<file path="config.mk">
export PLATFORM = sky130hd
export DESIGN_NAME = ram_arbiter
export DESIGN_NICKNAME = d
export VERILOG_FILES = /design/src/rtl/ram_arbiter.sv
export SDC_FILE = /design/constraint.sdc
export NUM_CORES = 1
export LEC_CHECK = 0
export BUFFER_PORTS_ARGS = -buffer_cell sky130_fd_sc_hd__clkbuf_2
export CELL_PAD_IN_SITES_DETAIL_PLACEMENT = 0
export CELL_PAD_IN_SITES_GLOBAL_PLACEMENT = 1
export CORE_MARGIN = 2
export CORE_UTILIZATION = 25
export CTS_CLUSTER_SIZE = 24
export DETAILED_ROUTE_END_ITERATION = 6
export HOLD_SLACK_MARGIN = 0.05
export PLACE_DENSITY_LB_ADDON = 0.2
export SETUP_SLACK_MARGIN = 0.2
export SLEW_MARGIN = 20
export SYNTH_ARGS = -nofsm -noshare
export SYNTH_HDL_FRONTEND = slang
export SYNTH_SLANG_ARGS = --single-unit
</file>
<file path="constraint.sdc">
create_clock -name clk -period 3.55 [get_ports clk]
set_input_delay 0.71 -clock clk [delete_from_list [all_inputs] [get_ports clk]]
set_output_delay 0.71 -clock clk [all_outputs]
set_load 0.05 [all_outputs]
</file>
<file path="src/rtl/ram_arbiter.sv">
`default_nettype none
// ============================================================================
// Module      : ram_arbiter
// Description : Shares one toggle-handshake RAM port between several toggle
//               requesters: fixed priority for requester 0 (streak-limited),
//               round-robin among the rest.
// Revision    : 1.0 - initial release
// ============================================================================
module ram_arbiter #(
    parameter int REQUESTERS = 3,
    parameter int RAM_A_BITS = 17,
    parameter int MAX_STREAK = 4
) (
    input  logic                             clk,
    input  logic                             reset,
    input  logic [REQUESTERS-1:0]            rq_req,
    output logic [REQUESTERS-1:0]            rq_ack,
    input  logic [REQUESTERS*RAM_A_BITS-1:0] rq_a,
    input  logic [REQUESTERS*8-1:0]          rq_d,
    input  logic [REQUESTERS-1:0]            rq_we,
    output logic [7:0]                       rq_q,
    output logic [RAM_A_BITS-1:0]            ram_a,
    output logic [7:0]                       ram_d,
    output logic                             ram_we,
    output logic                             ram_req,
    input  logic                             ram_ack,
    input  logic [7:0]                       ram_q,
    output logic [2:0]                       grant,
    output logic                             busy
);

    typedef enum logic [0:0] {
        S_IDLE = 1'b0,
        S_WAIT = 1'b1
    } state_t;

    state_t                  r_state;
    state_t                  w_state_next;
    logic [REQUESTERS-1:0]   r_ack;
    logic [REQUESTERS-1:0]   w_pend;
    logic [REQUESTERS-1:0]   w_grant_oh;
    logic [7:0]              r_rq_q;
    logic [RAM_A_BITS-1:0]   r_ram_a;
    logic [7:0]              r_ram_d;
    logic                    r_ram_we;
    logic                    r_ram_req;
    logic                    r_busy;
    logic [2:0]              r_grant;
    logic [2:0]              r_rr_ptr;
    logic [3:0]              r_streak;
    logic [2:0]              w_rr_win;
    logic [2:0]              w_winner;
    logic [2:0]              w_rr_next;
    logic [3:0]              w_streak_next;
    logic                    w_found;
    logic                    w_others;
    logic                    w_pick0;
    logic                    w_issue;
    logic                    w_complete;
    logic [RAM_A_BITS-1:0]   w_sel_a;
    logic [7:0]              w_sel_d;
    logic                    w_sel_we;

    assign w_pend   = rq_req ^ r_ack;
    assign w_others = |w_pend[REQUESTERS-1:1];
    assign w_pick0  = w_pend[0] && ((r_streak < 4'(MAX_STREAK)) || !w_others);

    // Round-robin scan: first from rr_ptr upward, then wrap to 1..rr_ptr-1.
    always_comb begin
        w_rr_win = 3'd0;
        w_found  = 1'b0;
        for (int i = 1; i < REQUESTERS; i++) begin
            if (!w_found && w_pend[i] && (3'(i) >= r_rr_ptr)) begin
                w_rr_win = 3'(i);
                w_found  = 1'b1;
            end
        end
        for (int i = 1; i < REQUESTERS; i++) begin
            if (!w_found && w_pend[i] && (3'(i) < r_rr_ptr)) begin
                w_rr_win = 3'(i);
                w_found  = 1'b1;
            end
        end
        if (w_pick0 || !w_found) begin
            w_winner = 3'd0;
        end else begin
            w_winner = w_rr_win;
        end
    end

    always_comb begin
        w_rr_next = (w_winner == 3'(REQUESTERS-1)) ? 3'd1 : w_winner + 3'd1;
        if (w_winner != 3'd0) begin
            w_streak_next = 4'd0;
        end else if (w_others) begin
            w_streak_next = (r_streak >= 4'(MAX_STREAK)) ? 4'(MAX_STREAK) : r_streak + 4'd1;
        end else begin
            w_streak_next = 4'd0;
        end
    end

    always_comb begin
        w_sel_a    = '0;
        w_sel_d    = 8'd0;
        w_sel_we   = 1'b0;
        w_grant_oh = '0;
        for (int i = 0; i < REQUESTERS; i++) begin
            if (w_winner == 3'(i)) begin
                w_sel_a  = rq_a[i*RAM_A_BITS +: RAM_A_BITS];
                w_sel_d  = rq_d[i*8 +: 8];
                w_sel_we = rq_we[i];
            end
            w_grant_oh[i] = (r_grant == 3'(i));
        end
    end

    always_ff @(posedge clk or negedge reset) begin
        if (!reset) begin
            r_state <= S_IDLE;
        end else begin
            r_state <= w_state_next;
        end
    end

    always_comb begin
        w_state_next = r_state;
        w_issue      = 1'b0;
        w_complete   = 1'b0;
        case (r_state)
            S_IDLE: begin
                if (|w_pend) begin
                    w_issue      = 1'b1;
                    w_state_next = S_WAIT;
                end
            end
            S_WAIT: begin
                if (r_ram_req == ram_ack) begin
                    w_complete   = 1'b1;
                    w_state_next = S_IDLE;
                end
            end
            default: w_state_next = S_IDLE;
        endcase
    end

    always_ff @(posedge clk or negedge reset) begin
        if (!reset) begin
            r_ack     <= '0;
            r_rq_q    <= 8'd0;
            r_ram_a   <= '0;
            r_ram_d   <= 8'd0;
            r_ram_we  <= 1'b0;
            r_ram_req <= 1'b0;
            r_busy    <= 1'b0;
            r_grant   <= 3'd0;
            r_rr_ptr  <= 3'd1;
            r_streak  <= 4'd0;
        end else begin
            if (w_issue) begin
                r_ram_a   <= w_sel_a;
                r_ram_d   <= w_sel_d;
                r_ram_we  <= w_sel_we;
                r_grant   <= w_winner;
                r_ram_req <= ~r_ram_req;
                r_busy    <= 1'b1;
                r_streak  <= w_streak_next;
                if (w_winner != 3'd0) begin
                    r_rr_ptr <= w_rr_next;
                end
            end
            // Read data is captured on writes too; the controller value is don't-care there.
            if (w_complete) begin
                r_rq_q <= ram_q;
                r_ack  <= r_ack ^ w_grant_oh;
                r_busy <= 1'b0;
            end
        end
    end

    assign rq_ack  = r_ack;
    assign rq_q    = r_rq_q;
    assign ram_a   = r_ram_a;
    assign ram_d   = r_ram_d;
    assign ram_we  = r_ram_we;
    assign ram_req = r_ram_req;
    assign grant   = r_grant;
    assign busy    = r_busy;

endmodule
`default_nettype wire

</file>
-- Word-level counts from Yosys, hierarchy flattened
Cells that the tools add are included.
- reduce and logical (&&, ||, !) cells: 22
- $lt $le $gt $ge: 6
- equality and inequality tests: 5
- bitwise operators: 4
- mux-type cells: 30
- add/subtract/negate cells: 2
- operator list (kind ; number):
    two-way mux 17 bit ; 3
    two-way mux 8 bit ; 3
    two-way mux 1 bit ; 15
    two-way mux 4 bit ; 3
    two-way mux 3 bit ; 3
    logical AND 1 bit ; 8
    equality test 3 x 1 -> 1 bit, second input constant ; 2
    equality test 3 x 2 -> 1 bit, second input constant ; 2
    logical NOT 3 bit ; 2
    XOR 3 bit ; 2
    logical NOT 1 bit ; 5
    adder 4 x 1 -> 4 bit, second input constant ; 1
    greater-or-equal comparator 4 x 3 -> 1 bit, second input constant ; 1
    less-than comparator 4 x 3 -> 1 bit, second input constant ; 1
    two-way mux 2 bit ; 2
    adder 3 x 1 -> 3 bit, second input constant ; 1
    greater-or-equal comparator 1 x 3 -> 1 bit, first input constant ; 1
    greater-or-equal comparator 2 x 3 -> 1 bit, first input constant ; 1
    less-than comparator 1 x 3 -> 1 bit, first input constant ; 1
    less-than comparator 2 x 3 -> 1 bit, first input constant ; 1
    nonzero test 3 bit ; 1
    OR reduction 3 bit ; 1
    logical OR 1 bit ; 2
    NOT 1 bit ; 2
    other kinds (5) ; 5
- word-level logic and storage cells: 80
- bits of input ports: 92
- register bits: 50
- output and inout port bits: 42

-- Depth between registers and ports, before layout
- depth after elaboration: 22
- gate-level depth with buffers: 6
- mapped depth without buffers: 4

-- Least setup slack after synthesis
Ideal clock, no wire load.
- path type: input -> register
- start point: input port rq_req[2]
- end point: register r_ram_a[5], in the netlist ram_a[5]
- slack: 1708 ps
- path buffers: 1
- data arrival time: 1717 ps
- required time: 3425 ps
- setup time: 125 ps
- stages: 5
- path through: xnor2_1 > nand3_2 > buf_2 > a21oi_1 > o31ai_2
- cells in the longest elaborated chain, start to end: 19
- elaborated cells between the ends (all ways): 31
- classes of those cells: eq/ne: 2; mux: 12; bitwise: 1; reduce/logical: 16
- RTL lines (what ; line ; text):
    start: declaration ; 16 ; input logic [REQUESTERS-1:0] rq_req,
    XOR 3 bit * ; 64 ; assign w_pend = rq_req ^ r_ack;
    logical AND 1 bit (2 in a row) ; 73 ; if (!w_found && w_pend[i] && (3'(i) >= r_rr_ptr)) begin
    two-way mux 1 bit ; 73 ;
    logical NOT 1 bit ; 79 ; if (!w_found && w_pend[i] && (3'(i) < r_rr_ptr)) begin
    logical AND 1 bit (2 in a row) ; 79 ;
    two-way mux 1 bit ; 79 ;
    logical NOT 1 bit ; 79 ;
    logical AND 1 bit (2 in a row) ; 79 ;
    two-way mux 1 bit ; 79 ;
    logical NOT 1 bit ; 84 ; if (w_pick0 || !w_found) begin
    logical OR 1 bit ; 84 ;
    two-way mux 3 bit ; 84 ;
    logical NOT 3 bit ; 108 ; if (w_winner == 3'(i)) begin
    two-way mux 17 bit (3 in a row) ; 108 ;
    end signal: assignment ; 160 ; r_ram_a <= w_sel_a;
    end: declaration ; 43 ; logic [RAM_A_BITS-1:0] r_ram_a;
Mark *: on every way between the ends. The rest lies on a longest branch, timed or not.
A chain may end at the register's enable or synchronous reset.

-- Worst setup path after layout
- start point: register r_rr_ptr[2]
- end point: register r_ram_a[9], in the netlist ram_a[9]
- cells in the longest elaborated chain, start to end: 22
- elaborated cells between the ends (all ways): 31
- classes of those cells: order compare: 4; eq/ne: 2; mux: 12; reduce/logical: 13
- RTL lines (what ; line ; text):
    start: declaration ; 49 ; logic [2:0] r_rr_ptr;
    start signal: assignment ; 168 ; r_rr_ptr <= w_rr_next;
    greater-or-equal comparator 1 x 3 -> 1 bit ; 73 ;
    logical AND 1 bit ; 73 ;
    two-way mux 1 bit ; 73 ;
    logical NOT 1 bit ; 73 ;
    logical AND 1 bit (2 in a row) ; 73 ;
    two-way mux 1 bit ; 73 ;
    logical NOT 1 bit ; 79 ;
    logical AND 1 bit (2 in a row) ; 79 ;
    (+2 left out) ; n/a ;
    logical AND 1 bit (2 in a row) ; 79 ;
    two-way mux 1 bit ; 79 ;
    logical NOT 1 bit ; 84 ;
    logical OR 1 bit ; 84 ;
    two-way mux 3 bit * ; 84 ;
    logical NOT 3 bit ; 108 ;
    two-way mux 17 bit (2 in a row) ; 108 ;
    two-way mux 17 bit * ; 108 ;
Marks and branches as above.

==> results.yml <==
pwr:
  comb_power_share_pct: 63.9
  power.share.clock_pct: 9.2
  cell_internal_pwr_uw: 1630
  power_density_mw_per_mm2: 1150
  sw_frac_of_total_pct: 57.1
  switching_power_uw: 2180
  peakVddDrop_mv: 0.521
  total_leakage_power_uw: 0.00161
  share_seq_of_total_power_pct: 26.9
place:
  port_buffers: 132
  gp_congestion: 0.781
  dp_hpwl_mm: 5.62
synth:
  synth_cell_type_count: 39
  synth_top_flop_cell: "sky130_fd_sc_hd__dfrtp_1"
  post_synth_main_area_contributors: "sky130_fd_sc_hd__dfrtp_1, sky130_fd_sc_hd__o31ai_1, sky130_fd_sc_hd__nor3_1, sky130_fd_sc_hd__a21oi_1, sky130_fd_sc_hd__o21ai_0"
  synth_top_cell_area_share_pct: 47.8
  synth_edf_count: 0
  postSynthAreaPerCell_um2: 10.1
  synthMostInstantiatedCell: "sky130_fd_sc_hd__dfrtp_1"
  post_synth_inst_count: 250
  synth.largest_area_cell: "sky130_fd_sc_hd__dfrtp_1"
  synth_async_sr_flop_share_pct: 100
  ys_ff_latch: 49
  synth_common_cells: "sky130_fd_sc_hd__dfrtp_1, sky130_fd_sc_hd__nand2_1, sky130_fd_sc_hd__nor3_1"
  yosysSeqAreaShare_pct: 48.8
  syn_nets: 343
  yosys_warnings: 0
  synth_area_mm2: 0.00251
clock_network:
  cts.htree.levels: 2
  holdBufCountCts: 0
  cts_clk_pin_slew_worst_paths_ns: 0.10
  tritoncts.num_buffers: 5
  clock_tree.root_cell: "sky130_fd_sc_hd__clkbuf_8"
  cts_tree: "built"
  cts_sinks: 49
  postCtsSetupBuffers: 0
  cts_resized: 0
  clk-insertion-delay-late_ns: 0.31
  ctsLongestPathBuffers: 2
final_layout:
  area_delta_synth_final_pct: 31.9
  antennaDiodeCount: 0
  fill_cells: 1056
  layout.nets: 463
  drive_gt1_share_pct: 43.4
  utilization_pct: 33.9
routing:
  drt_drc_violations_left: 0
  dr.max_layer_used: "met4"
  viasPerCell: 4.76
  routed_wire_length_per_instance_um: 16.1
  dr_total_vias: 2398
  met1_length_mm: 3.70
  wl_mm: 8.13
  dr.first_iter.drc_count: 123
  drt_pre_antenna_iters: 6
  routed-wl-met2_mm: 3.87
  route.antenna.remaining_nets: 0
  met3_length_um: 485
run:
  cap_viol_max_count: 0
critical_path:
  timing_worst_setup_path_type: "reg -> reg"
  worst_ep_arrival_time_ns: 2.37
  worst-endpoint-required_ns: 3.76
  crit_fanout: 15
  timing.critical_path.to_type: "register"
  worst_setup_path_start_kind: "register"
status:
  outcome: "finished clean"
sta:
  rsz0062_at_grt: "no"
  worst_slew_pin_slew_ns: 0.835
  setup_viol: 0
  fmax_mhz: 464
  maxSlewHeadroom_pct: 44.3
  final_min_period_over_clock_period_pct: 60.7
  timing.final.hold_violations: 0
  final_period_minus_worst_setup_slack_ns: 2.16
  finClkSkew_ns: 0.0115
  fin_setup_tns_ns: 0
  slew_viol_final: 0
global_route:
  first_global_vias: 2428
  globalRouteOverflowTotal: 0
  pin_count_of_the_biggest_net_entering_global_routing: 35
  antenna_violations_before_repair: 0
  grt.total_usage_pct: 15.0
  grt_first_pass_wirelength_mm: 13.0
floorplanning:
  die_height_um: 104
  design.die.area_mm2: 0.0109
  boundaryPins: 134
  die_width_um: 104
  effective_utilization_at_floorplan_pct: 25.7
  fp-row-count: 36
  core_region_area_mm2: 0.00977
min_path:
  holdCritPathClass: "in -> async"
layer usage:
metal,vias to the layer above,global-route usage (%)
met1,1166,20.1
met2,83,24.0
met5,-,0
li1,1144,-
met4,0,4.15
met3,5,3.57
logic make-up (layout without fill, tap and decap cells):
logic type | after synthesis | after routing | share of synthesized area [%]
xor gates and xnor gates | 9 | 9 | 4.18
and+or+nand+nor | 66 | 66 | 12.6
DFF | 49 | 49 | 48.8
AOI/OAI and AO/OA | 90 | 90 | 23.9
other | 1 | 1 | 0.149
adders and majority gates | 1 | 1 | 0.498
buffers and inverters | 25 | 146 | 5.77
muxes | 9 | 9 | 4.03
flip-flops by register name (all words and copies together) (netlist names):
| signal | count |
|---|---|
| grant | 2 |
| ram_req | 1 |
| r_state | 1 |
| ram_d | 8 |
| ram_we | 1 |
| rq_ack | 3 |
| rq_q | 8 |
| ram_a | 17 |
| busy | 1 |
| r_streak | 4 |
| r_rr_ptr | 3 |
placed cells by master (no fill, tap or decap), types with 2 or more instances in the layout:
cell,instances
sky130_fd_sc_hd__buf_4,2
sky130_fd_sc_hd__clkbuf_2,132
sky130_fd_sc_hd__inv_1,4
sky130_fd_sc_hd__o21ai_0,22
sky130_fd_sc_hd__nand2_1,28
sky130_fd_sc_hd__mux2_2,9
sky130_fd_sc_hd__a22o_1,2
sky130_fd_sc_hd__xor2_1,4
sky130_fd_sc_hd__clkbuf_8,5
sky130_fd_sc_hd__o31ai_1,24
sky130_fd_sc_hd__and2_1,2
sky130_fd_sc_hd__a21oi_1,25
sky130_fd_sc_hd__nor3b_1,3
sky130_fd_sc_hd__nor3_1,27
sky130_fd_sc_hd__nor2_1,2
sky130_fd_sc_hd__o21ai_1,4
sky130_fd_sc_hd__dfrtp_1,48
sky130_fd_sc_hd__xnor2_1,3
sky130_fd_sc_hd__a21o_1,3
path summary, 6_finish.rpt:
path                             start     endpoint  slack (ns)  cells past startpoint
setup / recovery           r_rr_ptr[2]     ram_a[9]        1.39                      5
hold / removal                   reset      rq_q[2]        0.38                      1
setup reg to reg           r_rr_ptr[2]     ram_a[9]        1.39                      5
hold reg to reg               ram_a[7]     ram_a[7]        0.48                      2
max in group asynchronous        reset  r_rr_ptr[0]        2.33                      2
min in group clk              ram_a[7]     ram_a[7]        0.48                      2
layout make-up:
type | count | area [µm²] | area share (%)
multi-input combinational | 176 | 1140 | 34.4
clock inverter | 3 | 21.3 | 0.642
tap | 133 | 166 | 5.02
clock buffer | 5 | 68.8 | 2.08
timing repair buffer | 134 | 676 | 20.4
inverter | 4 | 15.0 | 0.453
sequential | 49 | 1230 | 37.0
power groups by stage:
stage	registers [µW]	logic, µW	clock network [µW]
final	1030	2440	351
after global routing	1060	2630	388
after CTS	1030	2470	367
after detailed placement	1040	2470	0
after global placement	1040	2440	0
after floorplan	1830	1120	0
metrics by stage:
stage / hold slack, ns / cell area, µm² / power (µW) / cells / setup WS, ns
CTS: 0.396 / 3320 / 3870 / 504 / 1.37
floorplan: 0.414 / 2510 / 2950 / 250 / 1.71
detailed placement: 0.469 / 3230 / 3510 / 496 / 1.08
global placement: 0.464 / 3230 / 3480 / 496 / 1.11
global route: 0.427 / 3320 / 4080 / 504 / 1.19
finish: 0.376 / 3320 / 3810 / 504 / 1.39
critical path: stages (launching register included):
cell	delay (ns)
sky130_fd_sc_hd__dfrtp_1	0.39
sky130_fd_sc_hd__nor3b_1	0.45
sky130_fd_sc_hd__a21o_1	0.54
sky130_fd_sc_hd__buf_4	0.33
sky130_fd_sc_hd__nor3_1	0.07
sky130_fd_sc_hd__o31ai_1	0.28
Power figures use the tool's default switching activity.
